**src/rtl/approx_pkg.sv**
```systemverilog
`default_nettype none
// ============================================================================
// Module   : approx_pkg
// Purpose  : Shared types and default sizing for the approximate accumulator.
// Revision : 1.0 - initial release
// ============================================================================
package approx_pkg;

  // Default sizing used by the accumulator and its adder row
  localparam int DEF_WIDTH       = 16;
  localparam int DEF_APPROX_BITS = 4;
  localparam int DEF_CNT_W       = 8;

  // Reduction control states
  typedef enum logic [1:0] {
    ST_IDLE = 2'd0,
    ST_LOAD = 2'd1,
    ST_ACC  = 2'd2,
    ST_DONE = 2'd3
  } state_e;

endpackage
`default_nettype wire

```
**src/rtl/approx_add_row.sv**
```systemverilog
`default_nettype none
// ============================================================================
// Module   : approx_add_row
// Purpose  : Ripple adder whose low APPROX_BITS use a carry cell whose
//            carry-out ignores carry-in (a|b); remaining bits are exact.
// Revision : 1.0 - initial release
// ============================================================================

// Approximate cell: carry-out depends only on the local operand bits,
// which breaks the ripple chain through the low bits.
module approx_carry_cell (
  input  logic a,
  input  logic b,
  input  logic ci,
  output logic s,
  output logic co
);
  logic p;
  logic g;

  // Propagate/generate form; p^g reduces to a|b
  always_comb begin
    p  = a ^ b;
    g  = a & b;
    s  = p ^ ci;
    co = p ^ g;
  end
endmodule

// Conventional full adder for the exact high bits.
module exact_full_adder (
  input  logic a,
  input  logic b,
  input  logic ci,
  output logic s,
  output logic co
);
  // Sum and majority carry
  always_comb begin
    s  = a ^ b ^ ci;
    co = (a & b) | (a & ci) | (b & ci);
  end
endmodule

module approx_add_row #(
  parameter int WIDTH       = 16,
  parameter int APPROX_BITS = 4
) (
  input  logic [WIDTH-1:0] a,
  input  logic [WIDTH-1:0] b,
  output logic [WIDTH-1:0] s,
  output logic             cout
);

  // c[i] is the carry into bit i; c[WIDTH] leaves the MSB
  logic [WIDTH:0] c;

  assign c[0] = 1'b0;
  assign cout = c[WIDTH];

  generate
    for (genvar i = 0; i < WIDTH; i++) begin : g_bit
      if (i < APPROX_BITS) begin : g_approx
        approx_carry_cell u_cell (
          .a  (a[i]),
          .b  (b[i]),
          .ci (c[i]),
          .s  (s[i]),
          .co (c[i+1])
        );
      end else begin : g_exact
        exact_full_adder u_fa (
          .a  (a[i]),
          .b  (b[i]),
          .ci (c[i]),
          .s  (s[i]),
          .co (c[i+1])
        );
      end
    end
  endgenerate

endmodule
`default_nettype wire

```
**src/rtl/approx_accum_unit.sv**
```systemverilog
`default_nettype none
// ============================================================================
// Module   : approx_accum_unit
// Purpose  : Streaming reduction of len operands through an approximate
//            adder, with valid/ready on both sides and a sticky overflow.
// Revision : 1.0 - initial release
// ============================================================================
module approx_accum_unit
  import approx_pkg::*;
#(
  parameter int WIDTH       = DEF_WIDTH,
  parameter int APPROX_BITS = DEF_APPROX_BITS,
  parameter int CNT_W       = DEF_CNT_W
) (
  input  logic             clk,
  input  logic             rst_n,
  input  logic             start,
  input  logic [CNT_W-1:0] len,
  input  logic             in_valid,
  output logic             in_ready,
  input  logic [WIDTH-1:0] in_data,
  output logic             out_valid,
  input  logic             out_ready,
  output logic [WIDTH-1:0] out_sum,
  output logic             out_ovf,
  output logic             busy
);

  state_e           state_q, state_d;
  logic [WIDTH-1:0] acc_q, acc_d;
  logic [CNT_W-1:0] rem_q, rem_d;
  logic             ovf_q, ovf_d;
  logic             in_ready_q, in_ready_d;
  logic             out_valid_q, out_valid_d;
  logic [WIDTH-1:0] out_sum_q, out_sum_d;
  logic             out_ovf_q, out_ovf_d;
  logic             busy_q, busy_d;

  logic [WIDTH-1:0] add_s;
  logic             add_cout;
  logic             accept;
  logic             last_op;

  approx_add_row #(
    .WIDTH       (WIDTH),
    .APPROX_BITS (APPROX_BITS)
  ) u_add (
    .a    (acc_q),
    .b    (in_data),
    .s    (add_s),
    .cout (add_cout)
  );

  // Next-state, datapath and registered-output decode
  always_comb begin
    state_d = state_q;
    acc_d   = acc_q;
    rem_d   = rem_q;
    ovf_d   = ovf_q;
    accept  = in_ready_q & in_valid;
    last_op = (rem_q == CNT_W'(1));

    case (state_q)
      ST_IDLE: begin
        if (start) begin
          ovf_d = 1'b0;
          if (len != '0) begin
            rem_d   = len;
            state_d = ST_LOAD;
          end else begin
            acc_d   = '0;
            state_d = ST_DONE;
          end
        end
      end
      ST_LOAD: begin
        // First operand seeds the accumulator without an add
        if (accept) begin
          acc_d   = in_data;
          rem_d   = rem_q - CNT_W'(1);
          state_d = last_op ? ST_DONE : ST_ACC;
        end
      end
      ST_ACC: begin
        if (accept) begin
          acc_d = add_s;
          ovf_d = ovf_q | add_cout;
          rem_d = rem_q - CNT_W'(1);
          if (last_op) begin
            state_d = ST_DONE;
          end
        end
      end
      ST_DONE: begin
        if (out_ready) begin
          state_d = ST_IDLE;
        end
      end
      default: begin
        state_d = ST_IDLE;
      end
    endcase

    // Outputs are decoded from the next state so they are flop-driven
    in_ready_d  = (state_d == ST_LOAD) || (state_d == ST_ACC);
    out_valid_d = (state_d == ST_DONE);
    out_sum_d   = (state_d == ST_DONE) ? acc_d : '0;
    out_ovf_d   = (state_d == ST_DONE) ? ovf_d : 1'b0;
    busy_d      = (state_d != ST_IDLE);
  end

  // State, datapath and output registers with asynchronous clear
  always_ff @(posedge clk or negedge rst_n) begin
    if (!rst_n) begin
      state_q     <= ST_IDLE;
      acc_q       <= '0;
      rem_q       <= '0;
      ovf_q       <= 1'b0;
      in_ready_q  <= 1'b0;
      out_valid_q <= 1'b0;
      out_sum_q   <= '0;
      out_ovf_q   <= 1'b0;
      busy_q      <= 1'b0;
    end else begin
      state_q     <= state_d;
      acc_q       <= acc_d;
      rem_q       <= rem_d;
      ovf_q       <= ovf_d;
      in_ready_q  <= in_ready_d;
      out_valid_q <= out_valid_d;
      out_sum_q   <= out_sum_d;
      out_ovf_q   <= out_ovf_d;
      busy_q      <= busy_d;
    end
  end

  assign in_ready  = in_ready_q;
  assign out_valid = out_valid_q;
  assign out_sum   = out_sum_q;
  assign out_ovf   = out_ovf_q;
  assign busy      = busy_q;

endmodule
`default_nettype wire

```
**config.mk**
```make
export PLATFORM = sky130hd
export DESIGN_NAME = approx_accum_unit
export DESIGN_NICKNAME = d
export VERILOG_FILES = /design/src/rtl/approx_pkg.sv /design/src/rtl/approx_add_row.sv /design/src/rtl/approx_accum_unit.sv
export SDC_FILE = /design/constraint.sdc
export NUM_CORES = 1
export LEC_CHECK = 0
export CAP_MARGIN = 10
export CORE_ASPECT_RATIO = 0.5
export CORE_MARGIN = 2
export CORE_UTILIZATION = 25
export CTS_BUF_LIST = sky130_fd_sc_hd__clkbuf_4
export CTS_CLUSTER_DIAMETER = 80
export DETAILED_ROUTE_END_ITERATION = 10
export PLACE_DENSITY_LB_ADDON = 0.12
export SETUP_SLACK_MARGIN = 0.3
export SLEW_MARGIN = 10
export SYNTH_ARGS = -nofsm -noshare
export SYNTH_HDL_FRONTEND = slang
export SYNTH_HIERARCHICAL = 1
export SYNTH_SLANG_ARGS = --single-unit
```
**constraint.sdc**
```tcl
create_clock -name clk -period 6.17 [get_ports clk]
set_input_delay 0.9255 -clock clk [delete_from_list [all_inputs] [get_ports clk]]
set_output_delay 0.9255 -clock clk [all_outputs]
set_load 0.02 [all_outputs]
```
==> metrics.md <==
| Metric | Value |
|---|---|
| # Post-CTS Setup Buffers | `0` |
| Data required time of the worst path | `6.47 ns` |
| Layout area overhead | `23.94%` |
| Detailed Routing Iterations Pass 1 | `4` |
| Synth cell count leaders | `dfrtp_1, o21a_1, nor2_1` |
| Crit path arrival time | `6.06 ns` |
| Least-Margin Pin Slew | `slightly below 0.9 ns` |
| Status | `complete, no violations` |
| Synth area leaders | `dfrtp_1, fa_1, o21a_1` |
| Max Slew Vio Count | `0` |
| Post-DP HPWL | `around 4700 um` |
| FMAX | `173.5 MHz` |
| CP Capture Type | `flip-flop` |
| Critical setup path kind | `in -> reg` |
| CTS Hold Bufs | `0` |
| Remaining Overflow, GRT | `0` |
| Post-DRT Antenna Nets | `0` |
| H-tree depth | `2` |
| Clk Latency, worst-skew pair | `0.39 ns` |
| Slowest cell on the critical path | `fa_1` |
| Area leader, netlist | `dfrtp_1` |
| Reg clk slew, reported paths | `0.15 ns` |
| Final min period | `5.765 ns` |
| Worst min path class | `reg -> reg` |
| Post-Synth Adder-Cell Area | `0.1433` |
| Most frequent cell after synthesis | `dfrtp_1` |
| Critical-path cell list | `clkbuf_2 > inv_1 > ha_2 > inv_2 > fa_2 > fa_2 > fa_2 > fa_2 > fa_2 > fa_2 > fa_2 > fa_2 > fa_2 > fa_2 > fa_2 > fa_1 > a22oi_1 > nor2_1 > or2_1` |
| DRT iter0 DRCs | `110` |
| Clock sinks | `47` |
| DR vias/cell | `roughly 4.8` |
| R2R cell count | `18` |
| Maxcap violations | `0` |
| I/O Buffers | `between 40 and 50` |
| Pin count of the biggest net entering global routing | `48` |
| Syn Std Cell Area | `~2800 um^2` |
| Share of layout cells above drive strength 1 | `0.09385` |
| Tot GR Track Use | `0.1280` |
| Seq/Total Area, Yosys | `0.4183` |
| PD cells | `407.7 nW/um^2` |
| VDD IR-drop max | `0.1301 mV` |
| Post-Place Cells | `447` |
| Final nets | `363` |
| CTS root buf | `clkbuf_4` |
| Most frequent CP cell | `fa_2` |
| R2R Setup Slk | `between 0.6 and 0.7 ns` |
| Initial Utilization | `0.2561` |
| Post-synthesis compound-gate area fraction | `0.2350` |
| Synth warn | `6` |
| Core Footprint | `10,980 um^2` |
| Crit. Startpoint | `in_data[3]` |
| Layout Skew | `around 0.021 ns` |
| Crit path largest cell delay | `0.43 ns` |
| Number of synthesized register bits | `47` |
| Worst R2R End | `acc_q[15]` |
| TritonCTS clock tree | `built` |
| Final setup fails | `0` |
| ANT cells | `0` |
| Number of buffers created by CTS | `5` |
| Post-synthesis mux area share | `0.003560` |
| Initial antenna violation count | `0` |
| Leakage | `0.001462 uW` |
| Die Width | `154.0 um` |
| Simple logic cell fraction of the synthesized area | `0.1371` |
| Largest family of logic cells by synthesized area | `compound AO/OA/AOI/OAI gates` |
| Site Rows | `27` |
| IO Count | `about 50` |
| First-pass GRT wire length | `roughly 12,000 um` |
| Fin Setup TNS | `0 ns` |
| CP Capture Point | `acc_q[15]` |
| Syn Inst Count | `~270` |
| Drt wl/cell | `15.93 um` |
| XOR/XNOR Fraction of Synth Area | `0.01246` |
| Crit path max fanout | `2` |
| Full die area | `12,160 um^2` |
| Synth top area share | `0.4183` |
| Period utilisation layout | `0.9343` |
| FFs w/ async S/R, synth | `1.000` |
| Critical Path Source Type | `input pin` |
| DRC | `0` |
| EDFF count, synth | `0` |
| Final wirelength | `7230 um` |
| Post-synth cell types | `44` |
| Via count | `2,160` |
| Final Power | `1421 uW` |
| Dominant synthesized flop cell | `dfrtp_1` |
| Vias in the first global route | `2,334` |
| Final hold vios | `0` |
| Clock buffer depth | `2` |
| Syn Nets | `321` |
| Reg2reg start | `acc_q[3]` |
| Final cell count without fillers | `454` |
| Rel. slew slack | `0.4087` |
| Vert. Die Dim | `78.99 um` |
| Post-Synthesis Mean Instance Area | `10.53 um^2` |
| RSZ-0062 raised after global routing | `true` |
| Final Wtd Congestion | `0.7911` |
[kinds of logic (layout without fill, tap and decap cells)]
| logic type | count (synthesis) | after routing |
|---|---|---|
| adders and majority gates | 25 | 25 |
| AOI/OAI and AO/OA | 86 | 86 |
| muxes | 1 | 1 |
| buffers and inverters | 33 | 75 |
| other | 1 | 1 |
| xor gates and xnor gates | 4 | 4 |
| and+or+nand+nor | 70 | 70 |
| DFF | 47 | 47 |
[power breakdown]
group          switching, uW  internal [uW]  total, uW
Combinational            464            330        793
Clock                    110           42.6        153
Sequential              75.9            398        474
Total                    650            771       1420
[worst min path at each step]
stage	startpoint	endpoint	slack, ns	cells past startpoint
floorplan	rem_q[6]	rem_q[6]	0.48	1
global placement	rem_q[6]	rem_q[6]	0.51	1
detailed placement	rem_q[6]	rem_q[6]	0.51	1
CTS	rem_q[6]	rem_q[6]	0.55	1
global route	rem_q[6]	rem_q[6]	0.57	1
finish	rem_q[6]	rem_q[6]	0.54	1
[flip-flops by register name, indices dropped and copies added, names as in the netlist]
| signal | cells |
|---|---|
| in_ready | 1 |
| acc_q | 16 |
| busy | 1 |
| ovf_q | 1 |
| out_sum | 16 |
| out_valid | 1 |
| state_q | 2 |
| out_ovf | 1 |
| rem_q | 8 |
[layer usage]
| layer | GRT usage | share of wire |
|---|---|---|
| met1 | 0.1709 | 0.49 |
| met2 | 0.2067 | 0.46 |
| met3 | 0.03221 | 0.037 |
| met4 | 0.03832 | 0.011 |
| met5 | 0 | 0 |
[cell usage in the layout, fill, tap and decap left out, drive strengths merged, types with 2 or more instances in the layout]
cell type       n
a21oi           7
a22oi          16
a2bb2oi         2
a31oi           8
and2            2
buf             2
clkbuf          6
clkdlybuf4s50  45
clkinv          2
dfrtp          47
fa             12
ha             13
inv            19
nand2           7
nand2b          2
nand3           4
nor2           25
nor2b           6
nor3            2
nor4            4
o21a           32
o21ai           3
o21bai          2
o22a            2
o2bb2ai         5
or2            16
xor2            4
[per-stage QoR]
step | util | instance area, um^2 | hold slack (ns) | worst slack [ns]
finish | 0.3174 | 3485 | 0.5417 | 0.4052
global route | 0.3174 | 3485 | 0.5666 | 0.2991
CTS | 0.3178 | 3490 | 0.5460 | 0.2787
detailed placement | 0.3128 | 3435 | 0.5096 | -0.3894
global placement | 0.3128 | 3435 | 0.5124 | -0.3104
floorplan | - | 2836 | 0.4797 | 0.3072
[final cells by class]
type / count / area (um^2)
clock buffer: 5 / 37.54
sequential: 47 / 1176
multi-input combinational: 187 / 1528
inverter: 19 / 71.32
tap: 145 / 181.4
clock inverter: 2 / 13.76
timing repair buffer: 49 / 476.7
fill: 1093 / 7495
[worst max-delay path: cells and delay by family]
family | cells | cell delay, ns
adder cells (fa/ha/maj) | 13 | 4.48
AO/OA/AOI/OAI | 1 | 0.15
AND/OR/NAND/NOR | 2 | 0.32
buffers and inverters | 3 | 0.20
[repair_timing]
item / 4_1_cts / 5_1_grt
setup endpoints to repair: 3 / 3
resized for setup: 6 / 1
pin swaps: 3 / 3
gates cloned: 0 / 0
Power figures use the tool's default switching activity.
==> RTL edit (config.mk and constraints unchanged) <==
Take the reset off `out_sum_q` and load it in a clocked block of its own.
--- a/src/rtl/approx_accum_unit.sv
+++ b/src/rtl/approx_accum_unit.sv
@@ -120,3 +120,2 @@
       out_valid_q <= 1'b0;
-      out_sum_q   <= '0;
       out_ovf_q   <= 1'b0;
@@ -130,3 +129,2 @@
       out_valid_q <= out_valid_d;
-      out_sum_q   <= out_sum_d;
       out_ovf_q   <= out_ovf_d;
@@ -134,2 +132,6 @@
     end
+  end
+
+  always_ff @(posedge clk) begin
+    out_sum_q <= out_sum_d;
   end
Check against the original RTL: differs if rst_n is asserted again (counterexample within 4 cycles, from zero or initial values and one cycle with rst_n low); with rst_n held inactive, the same outputs for 4 cycles.
==> RTL edit against the original RTL <==
  * Design area fell by 0.90%
  * Worst setup slack gained 39 ps
  * Area after synthesis down 2.2%
  * Total power increased by 3.3%
  * Sequential share of layout area shrank 2.0 points
  * Sequential cell count did not move
  * Global-route usage decreased by 0.20 points
  * Count of clock-buffer cells in the layout increased by 1
  * Routed wire length grew 1.2%
  * First-iteration DRC count grew 4.5%
  * Largest cell class unchanged
  * Highest routed layer unchanged
  * Critical path depth did not move
  * Sequential power shrank 4%
==> RTL edit: results (changes against the original RTL) <==
[floorplanning]
coreArea_um2 = 10840  ; -1.2%

[timing]
slew_headroom_pct = 36.25  ; -4.6 points
final.setup_skew_ps = 8.095  ; -12.59 ps

[placed_design]
io_buffer_count = 48  ; unchanged
dp_hpwl_um = 4943  ; +4.2%
pre_cts_ws_ps = -385.3  ; +4.123 ps
routabilityCongestion = 0.7746  ; -2.1%

[yosys]
ys_warn_count = 6  ; unchanged
synth.yosys.seq_area_share_pct = 39.85  ; -2.0 points
synth_cell_types = 51  ; +16%
syn-num-nets = 326  ; +1.6%
synth-async-reset-ratio_pct = 65.96  ; -34 points
synth_common_cells = nand2_1 (37), dfrtp_1 (31), inv_1 (21), a22o_1 (17), dfxtp_1 (16)
synth_area_leaders = dfrtp_1 (28%), dfxtp_1 (12%), fa_1 (8.7%), ha_1 (5.9%), a22o_1 (5.4%)

[global_route]
antenna_found_initial = 0  ; unchanged
gr-usage-met2_pct = 20.77  ; +0.093 points
grt_use_met1_pct = 17.05  ; -0.039 points
grt_max_degree = 32  ; -33%
grtUsageMet3_pct = 2.650  ; -0.57 points
grtUsageTotal_pct = 12.60  ; -0.20 points
grt_pass1_wl_um = 11870  ; -0.98%
grt_pass1_vias = 2250  ; -3.6%

[clock_network]
root_buffer = clkbuf_4
htree_num_levels = 2  ; unchanged
cts-resized-gates = 5  ; -1
clk_pin_slew_ps = 150  ; about the same
cts_buffers = 5  ; unchanged
post_cts_buffers = 0  ; unchanged
clk_latency_ps = 370  ; -20 ps
clock_path_buffers = 2  ; unchanged

[detailed_routing]
vias = 2175  ; +0.69%
firstDrtPassIters = 5  ; +1
drc = 0  ; unchanged
drtIter0Drc = 115  ; +4.5%
post_drt_wl_per_cell_um = 15.80  ; -0.76%

[finish]
drive_above_1_share_pct = 12.26  ; +2.9 points
fin_nets = 371  ; +2.2%
antenna-diode-count = 0  ; unchanged

[status]
outcome = completed

[critical_path]
path_max_fanout = 2  ; unchanged
cp_slowest_cell = fa_1
cp.arrival_ps = 5990  ; -70 ps
slowest_delay_ps = 430  ; about the same

[power]
vdd_drop_max_v = 0.0001372  ; +5.4%
intPower_mw = 0.7801  ; +1.2%
p_leak_nw = 1.409  ; -3.6%

[min_path]
hold_class = reg -> reg

RTL edit: cell count changes after synthesis, moves of 8 or more:
cell,change
a21boi_1,+10
a22o_1,+17
a22oi_1,-14
dfrtp_1,-16
dfxtp_1,+16
nand2_1,+30
nor2_1,-14
o21a_1,-32
o21ai_0,+8
o21ai_2,+9
or2_1,-16
RTL edit: critical path, delay by kind of cell:
kind | cells | cell delay, ps
buffers and inverters | 3 | 290
AOI/OAI and AO/OA | 2 | 270
and+or+nand+nor | 1 | 80
adders and majority gates | 13 | 4410
RTL edit: area by class of cell:
cell class	count	area [µm²]
fillers	1139	7391
multi-input cells	192	1545
flip-flops and latches	47	1096
repair buffers	50	498.0
well taps	145	181.4
inverters	21	78.83
clock buffers	6	45.04
clock inverters	2	8.758
RTL edit: cell families (layout without fill, tap and decap cells):
kind of cell	count (synthesis)	in the layout	synth area share (%)
muxes	1	1	0.4094
and+or+nand+nor	67	67	12.15
AOI/OAI and AO/OA	94	94	26.39
adders and majority gates	25	25	14.65
xor gates and xnor gates	4	4	1.274
DFF	47	47	39.85
buffers and inverters	33	79	5.141
other	1	1	0.1364
RTL edit: power groups by stage:
stage / Sequential (mW) / Combinational (mW) / Clock (mW)
3_3_place_gp: 0.460 / 0.853 / 0
3_5_place_dp: 0.461 / 0.853 / 0
5_1_grt: 0.468 / 0.955 / 0.177
2_1_floorplan: 0.476 / 0.599 / 0
6_report: 0.455 / 0.857 / 0.155
4_1_cts: 0.455 / 0.860 / 0.164
RTL edit: routing by layer:
layer  up-vias  share of wire (%)
li1       1057                  -
met5         -                  0
met2        34                 47
met3         7                2.9
met4         0                1.0
met1      1077                 49
RTL edit: final timing paths:
kind	from	endpoint	slack, ps	depth (start not counted)
min in group asynchronous	rst_n	rem_q[0]	950	2
max	in_data[3]	out_sum[15]	440	19
min reg2reg	acc_q[1]	acc_q[1]	530	2
max reg2reg	acc_q[3]	out_sum[15]	750	18
max in group asynchronous	rst_n	acc_q[12]	4880	2
min	acc_q[1]	acc_q[1]	530	2
RTL edit: metrics by stage:
stage	util, %	power (mW)	instances	cell area (µm²)	hold WS, ps
after global placement	31.21	1.313	455	3385	490.4
final	31.84	1.467	463	3453	533.0
after floorplan	-	1.074	272	2770	475.9
after global routing	31.84	1.600	463	3453	553.2
after CTS	31.76	1.479	463	3445	533.7
after detailed placement	31.21	1.313	455	3385	500.3
